`src/rtl/uart_pkg.sv`:
```
// Shared definitions for the UART receive-to-block path: byte FSM state
// encoding and block geometry. Optional feature macro used by the users of
// this package: RX_TIMEOUT_EN.
package uart_pkg;

    typedef enum logic [2:0] {
        ST_IDLE,
        ST_START,
        ST_DATA,
        ST_STOP,
        ST_WAIT_HIGH
    } rx_state_e;

    localparam int BYTE_W          = 8;
    localparam int BYTES_PER_BLOCK = 16;
    localparam int BLOCK_W         = 128;

endpackage

```
`src/rtl/uart_byte_rx.sv`:
```
// 8N1 byte receiver: 2-FF synchronizer on the serial line, bit-time counter
// and byte FSM. Emits a one-cycle byte strobe after a good stop bit and a
// one-cycle frame error pulse after a bad one. With RX_TIMEOUT_EN defined an
// extra line_idle output tells the block assembler when the line is between
// frames.
module uart_byte_rx #(
    parameter int CLKS_PER_BIT = 87
) (
    input  logic       clk,
    input  logic       reset,
    input  logic       rx,
    output logic [7:0] byte_data,
    output logic       byte_strobe,
    output logic       frame_err
`ifdef RX_TIMEOUT_EN
    ,
    output logic       line_idle
`endif
);
    import uart_pkg::*;

    localparam int CNT_W = $clog2(CLKS_PER_BIT);
    localparam logic [CNT_W-1:0] CNT_HALF = CNT_W'(CLKS_PER_BIT / 2);
    localparam logic [CNT_W-1:0] CNT_LAST = CNT_W'(CLKS_PER_BIT - 1);

    logic              rx_meta_q;
    logic              rx_sync_q;
    rx_state_e         state_q;
    logic [CNT_W-1:0]  cnt_q;
    logic [2:0]        bit_idx_q;
    logic [BYTE_W-1:0] shift_q;
    logic              byte_strobe_q;
    logic              frame_err_q;

    // Two-flop synchronizer; both stages reset to the idle (high) line level.
    always_ff @(posedge clk or negedge reset) begin
        if (!reset) begin
            rx_meta_q <= 1'b1;
            rx_sync_q <= 1'b1;
        end else begin
            rx_meta_q <= rx;
            rx_sync_q <= rx_meta_q;
        end
    end

    // Byte FSM with bit-time counter; strobe and frame error are registered pulses.
    always_ff @(posedge clk or negedge reset) begin
        if (!reset) begin
            state_q       <= ST_IDLE;
            cnt_q         <= '0;
            bit_idx_q     <= '0;
            shift_q       <= '0;
            byte_strobe_q <= 1'b0;
            frame_err_q   <= 1'b0;
        end else begin
            byte_strobe_q <= 1'b0;
            frame_err_q   <= 1'b0;
            case (state_q)
                ST_IDLE: begin
                    cnt_q     <= '0;
                    bit_idx_q <= '0;
                    if (!rx_sync_q) begin
                        state_q <= ST_START;
                    end
                end
                ST_START: begin
                    // Re-check the line half a bit in; a high level here was a glitch.
                    if (cnt_q == CNT_HALF) begin
                        cnt_q   <= '0;
                        state_q <= rx_sync_q ? ST_IDLE : ST_DATA;
                    end else begin
                        cnt_q <= cnt_q + CNT_W'(1);
                    end
                end
                ST_DATA: begin
                    if (cnt_q == CNT_LAST) begin
                        cnt_q     <= '0;
                        shift_q   <= {rx_sync_q, shift_q[BYTE_W-1:1]};
                        bit_idx_q <= bit_idx_q + 3'd1;
                        if (bit_idx_q == 3'd7) begin
                            state_q <= ST_STOP;
                        end
                    end else begin
                        cnt_q <= cnt_q + CNT_W'(1);
                    end
                end
                ST_STOP: begin
                    if (cnt_q == CNT_LAST) begin
                        cnt_q <= '0;
                        if (rx_sync_q) begin
                            byte_strobe_q <= 1'b1;
                            state_q       <= ST_IDLE;
                        end else begin
                            frame_err_q <= 1'b1;
                            state_q     <= ST_WAIT_HIGH;
                        end
                    end else begin
                        cnt_q <= cnt_q + CNT_W'(1);
                    end
                end
                ST_WAIT_HIGH: begin
                    // A held-low (break) line must return high before a new frame.
                    if (rx_sync_q) begin
                        state_q <= ST_IDLE;
                    end
                end
                default: state_q <= ST_IDLE;
            endcase
        end
    end

    assign byte_data   = shift_q;
    assign byte_strobe = byte_strobe_q;
    assign frame_err   = frame_err_q;
`ifdef RX_TIMEOUT_EN
    assign line_idle   = (state_q == ST_IDLE) || (state_q == ST_WAIT_HIGH);
`endif

endmodule

```
`src/rtl/uart_block_rx.sv`:
```
// UART receive framing block: packs 16 received bytes (first byte in the top
// byte lane) into a 128-bit block offered over valid/ready. A block that
// completes while the previous one is still unaccepted is dropped with an
// overrun pulse. Optional macro RX_TIMEOUT_EN adds an inter-byte idle timeout
// that discards a partial block; without it rx_timeout is tied low.
module uart_block_rx
    import uart_pkg::*;
#(
    parameter int CLKS_PER_BIT = 87,
    parameter int TIMEOUT_CLKS = 8700
) (
    input  logic               clk,
    input  logic               reset,
    input  logic               rx,
    input  logic               blk_ready,
    output logic               blk_valid,
    output logic [BLOCK_W-1:0] blk_data,
    output logic               frame_err,
    output logic               overrun,
    output logic               rx_timeout
);

    localparam int IDX_W = $clog2(BYTES_PER_BLOCK);
    localparam logic [IDX_W-1:0] IDX_LAST = IDX_W'(BYTES_PER_BLOCK - 1);

    if (CLKS_PER_BIT < 4 || TIMEOUT_CLKS < 1) begin : g_param_check
        $error("uart_block_rx: CLKS_PER_BIT must be >= 4 and TIMEOUT_CLKS >= 1");
    end

    logic [BYTE_W-1:0]  byte_data;
    logic               byte_strobe;

    logic [BLOCK_W-1:0] shift_q, shift_d;
    logic [IDX_W-1:0]   idx_q, idx_d;
    logic [BLOCK_W-1:0] data_q, data_d;
    logic               valid_q, valid_d;
    logic               overrun_q, overrun_d;

`ifdef RX_TIMEOUT_EN
    localparam int TO_W = $clog2(TIMEOUT_CLKS + 1);
    localparam logic [TO_W-1:0] TO_LAST = TO_W'(TIMEOUT_CLKS - 1);

    logic               line_idle;
    logic [TO_W-1:0]    idle_cnt_q, idle_cnt_d;
    logic               timeout_q, timeout_d;
`endif

    uart_byte_rx #(
        .CLKS_PER_BIT (CLKS_PER_BIT)
    ) u_byte_rx (
        .clk         (clk),
        .reset       (reset),
        .rx          (rx),
        .byte_data   (byte_data),
        .byte_strobe (byte_strobe),
        .frame_err   (frame_err)
`ifdef RX_TIMEOUT_EN
        ,
        .line_idle   (line_idle)
`endif
    );

    // Block assembly, output handshake and (optionally) the idle timeout.
    always_comb begin
        shift_d   = shift_q;
        idx_d     = idx_q;
        data_d    = data_q;
        valid_d   = valid_q;
        overrun_d = 1'b0;

        if (valid_q && blk_ready) begin
            valid_d = 1'b0;
        end

        if (byte_strobe) begin
            shift_d = {shift_q[BLOCK_W-BYTE_W-1:0], byte_data};
            idx_d   = idx_q + IDX_W'(1);
            if (idx_q == IDX_LAST) begin
                // Accept the new block if the output slot is empty or being drained now.
                if (!valid_q || blk_ready) begin
                    data_d  = shift_d;
                    valid_d = 1'b1;
                end else begin
                    overrun_d = 1'b1;
                end
            end
        end

`ifdef RX_TIMEOUT_EN
        idle_cnt_d = idle_cnt_q;
        timeout_d  = 1'b0;
        if (idx_q == '0 || !line_idle || byte_strobe) begin
            idle_cnt_d = '0;
        end else if (idle_cnt_q == TO_LAST) begin
            // Restarting the index is enough: a fresh block shifts out all stale bytes.
            idle_cnt_d = '0;
            idx_d      = '0;
            timeout_d  = 1'b1;
        end else begin
            idle_cnt_d = idle_cnt_q + TO_W'(1);
        end
`endif
    end

    // Block state registers.
    always_ff @(posedge clk or negedge reset) begin
        if (!reset) begin
            shift_q   <= '0;
            idx_q     <= '0;
            data_q    <= '0;
            valid_q   <= 1'b0;
            overrun_q <= 1'b0;
        end else begin
            shift_q   <= shift_d;
            idx_q     <= idx_d;
            data_q    <= data_d;
            valid_q   <= valid_d;
            overrun_q <= overrun_d;
        end
    end

`ifdef RX_TIMEOUT_EN
    // Idle timeout registers.
    always_ff @(posedge clk or negedge reset) begin
        if (!reset) begin
            idle_cnt_q <= '0;
            timeout_q  <= 1'b0;
        end else begin
            idle_cnt_q <= idle_cnt_d;
            timeout_q  <= timeout_d;
        end
    end

    assign rx_timeout = timeout_q;
`else
    assign rx_timeout = 1'b0;
`endif

    assign blk_valid = valid_q;
    assign blk_data  = data_q;
    assign overrun   = overrun_q;

endmodule

```
`config.mk`:
```
export PLATFORM = sky130hd
export DESIGN_NAME = uart_block_rx
export DESIGN_NICKNAME = d
export VERILOG_FILES = /design/src/rtl/uart_pkg.sv /design/src/rtl/uart_byte_rx.sv /design/src/rtl/uart_block_rx.sv
export SDC_FILE = /design/constraint.sdc
export NUM_CORES = 1
export LEC_CHECK = 0
export CAP_MARGIN = 0
export CORE_MARGIN = 4
export CORE_UTILIZATION = 45
export DETAILED_ROUTE_END_ITERATION = 10
export PLACE_DENSITY = 0.66
export SKIP_LAST_GASP = 1
export SLEW_MARGIN = 15
export SYNTH_ARGS = -nofsm -noshare
export SYNTH_HDL_FRONTEND = slang
export SYNTH_SLANG_ARGS = --single-unit
```
`constraint.sdc`:
```
create_clock -name clk -period 1.7 [get_ports clk]
set_input_delay 0.34 -clock clk [delete_from_list [all_inputs] [get_ports clk]]
set_output_delay 0.34 -clock clk [all_outputs]
set_load 0.05 [all_outputs]
```
==> summary.md <==
| Metric | Value |
|---|---|
| CTS tree | done |
| TritonCTS Buffers | 29 |
| # setup viols final | 131 |
| Mapped Cells | 659 |
| Area of the multi-input gates | 3510 um^2 |
| Final WS setup | -0.103 ns |
| FF-to-FF End | blk_data[66] |
| Io pins | 136 |
| Synth top area cells | dfrtp_1 (65%), mux2_2 (27%), buf_2 (1.0%) |
| Reg clk slew, reported paths | 0.06 ns |
| Core area | 22900 um^2 |
| CTS sink count | 279 |
| Reg2reg path depth | 6 |
| Max transition margin | 64.6% |
| CP Class | register to register |
| CP max FO | 22 |
| Clk root buf | clkbuf_16 |
| Nets | 852 |
| Max stage delay cell, worst path | dfrtp_1 |
| Vias in the first global route | 6519 |
| Detailed Route Iter0 Violations | 234 |
| P&R area growth vs syn | 26.7% |
| Leakage power | 6.95 nW |
| Seq/Total Area, Yosys | 65.9% |
| Unique cell type count in the Yosys netlist | 39 |
| Data arrival time of the critical path | 2.21 ns |
| Antenna violations before repair | 0 |
| RSZ-0062 raised after global routing | yes |
| Hold Vio Cnt, Final | 0 |
| Placement Cell Area | 12200 um^2 |
| Reg2reg setup slack | -0.10 ns |
| #FFs+latches synth | 279 |
| Peak VDD IR | 0.000560 V |
| Worst Hold Class | input port to register |
| Register Area | 6990 um^2 |
| Reg2Reg Launch Point | idx_q[1] |
| Total Routing Usage GR | 16.8% |
| Die area | 26100 um^2 |
| Synth warn | 0 |
| Cell area after layout | 13400 um^2 |
| Hold path startpoint | rx |
| WL/cell | 18.6 um |
| Top cell type's share of synthesized area | 65.4% |
| Setup crit start kind | register |
| Die height | 162 um |
| Crit. End Element | register |
| Routed wire length | 21900 um |
| Post-Synthesis Net Count | 668 |
| Final period utilization | 106% |
| Port bufs | 134 |
| Run status | finished, violations left |
| Count of flip-flops with a built-in enable after synthesis | 0 |
| Worst Hold End | u_byte_rx.rx_meta_q |
| Starting density of the core | 46.3% |
| Final Total Pwr | 12.9 mW |
| Async set or reset register ratio after synthesis | 100% |
| Max_cap viols | 0 |
| Inst Count DP | 1108 |
| DR vias | 6048 |
| H-tree levels | 1 |
| Drc violations | 0 |
| Worst skew pair latency | 0.54 ns |
| First-pass GRT wire length | 36000 um |
| Failing checks | setup timing |
| Via/cell ratio | 5.13 |
| Utilization after layout | 58.6% |
| Fin crit period | 1.80 ns |
| Largest net degree at the start of global routing | 88 |
| GPL Wtd Cong | 0.845 |
| Cell Area, Synth | 10600 um^2 |
| ANT cells | 0 |
| Fillers | 1802 |
| DRT Pass-1 Iters | 4 |
| Fmax achieved | 555 MHz |
| Grt total ovfl | 0 |
| CP max stage delay | 0.37 ns |
| Critical Path RT | 2.11 ns |
| Commonest non-fill, non-tap cell in the layout | dfrtp_1 |
| Most frequent cells in the layout | dfrtp_1 (274), mux2_2 (250), buf_4 (169) |
| Post-synth top area cell | dfrtp_1 |
| Maximum root-to-sink buffer count | 3 |
| Avg Cell Area, Syn | 16.1 um^2 |
| ANT nets after route | 0 |
| Main synth FF type | dfrtp_1 |
| Place WS | -0.266 ns |
| Width of the die | 162 um |
| Non-filler cells in the finished layout | 1178 |
| Crit path max-delay family | simple AND/OR/NAND/NOR gates |
| Layout Skew | 0.0110 ns |
| Pwr Density | 959 nW/um^2 |
| Layout cells sized above 1 | 58.5% |
| Rows | 55 |
| Critical Path, Cell by Cell | ha_2 -> nand4_1 -> nor2b_4 -> buf_12 -> buf_16 -> mux2_2 |
| Hold depth | 1 |
| Buf/Inv on CP | 2 |
| Detailed-placement wirelength estimate | 14600 um |
| Fin. max-slew vios | 0 |
| Worst-Margin Slew | 0.531 ns |
## layer usage
metal	up-vias	track usage (%)	wire length, um
li1	2713	-	-
met1	3158	23.4	9750
met2	136	27.1	10600
met3	41	3.57	1120
met4	0	4.30	443
met5	-	0	0
## worst max-delay path by stage
stage	endpoint	cells after the start	from
after global placement	blk_data[6]	6	blk_ready
after global routing	blk_data[65]	6	idx_q[0]
after CTS	blk_data[47]	6	idx_q[1]
after detailed placement	blk_data[3]	6	blk_ready
final	blk_data[66]	6	idx_q[1]
after floorplan	u_byte_rx.byte_data[0]	6	u_byte_rx.cnt_q[0]
## per-stage QoR
step	setup TNS (ns)	hold WS, ns
6_report	-7.96	0.235
5_1_grt	-18.93	0.209
4_1_cts	-11.19	0.202
3_5_place_dp	-28.27	0.282
3_3_place_gp	-28.15	0.278
2_1_floorplan	-0.431	0.0444
## area by class of cell
cell class | instances | share of cell area [%]
clock buffers | 45 | 6.45
clock inverters | 8 | 0.326
inverters | 6 | 0.168
multi-input cells | 339 | 26.2
flip-flops and latches | 279 | 52.0
well taps | 313 | 2.92
repair buffers | 188 | 11.9
## flip-flops by register name (all words and copies together) (netlist names), 3 cells and up
name	flops
blk_data	128
idx_q	4
shift_q	120
u_byte_rx.bit_idx_q	3
u_byte_rx.byte_data	8
u_byte_rx.cnt_q	7
u_byte_rx.state_q	3
## kinds of logic after synthesis
family                     count (synthesis)  synth area share, %
muxes                                    257                 27.3
buffers and inverters                     41                 1.82
and+or+nand+nor                           49                 2.55
adders and majority gates                  5                0.590
other                                      1               0.0354
xor gates and xnor gates                   4                0.330
DFF                                      279                 65.9
AOI/OAI and AO/OA                         23                 1.53
## cell usage after synthesis, drive strengths merged (5+ instances only)
cell	instances
clkbuf	11
nand2	14
nor2	7
dfrtp	277
nand3	8
buf	24
o21ai	6
inv	6
nand4	5
mux2	257
ha	5
## report_power, final
group | internal, mW | leakage, nW | total [mW] | switching [mW]
Clock | 3.48 | 0.456 | 5.95 | 2.47
Combinational | 0.0779 | 2.61 | 0.257 | 0.179
Sequential | 6.66 | 3.88 | 6.68 | 0.0187
Total | 10.2 | 6.95 | 12.9 | 2.67
## what timing repair did
item | 4_1_cts | 5_1_grt
endpoints found under the hold margin | 39 | 0
setup endpoints to repair | 134 | 147
cloned | 0 | 2
hold buffers | 1 | 0
setup buffers | 11 | 6
pin swaps | 2 | 8
resized for setup | 13 | 14
No activity file was read; power rests on OpenSTA's default activity.
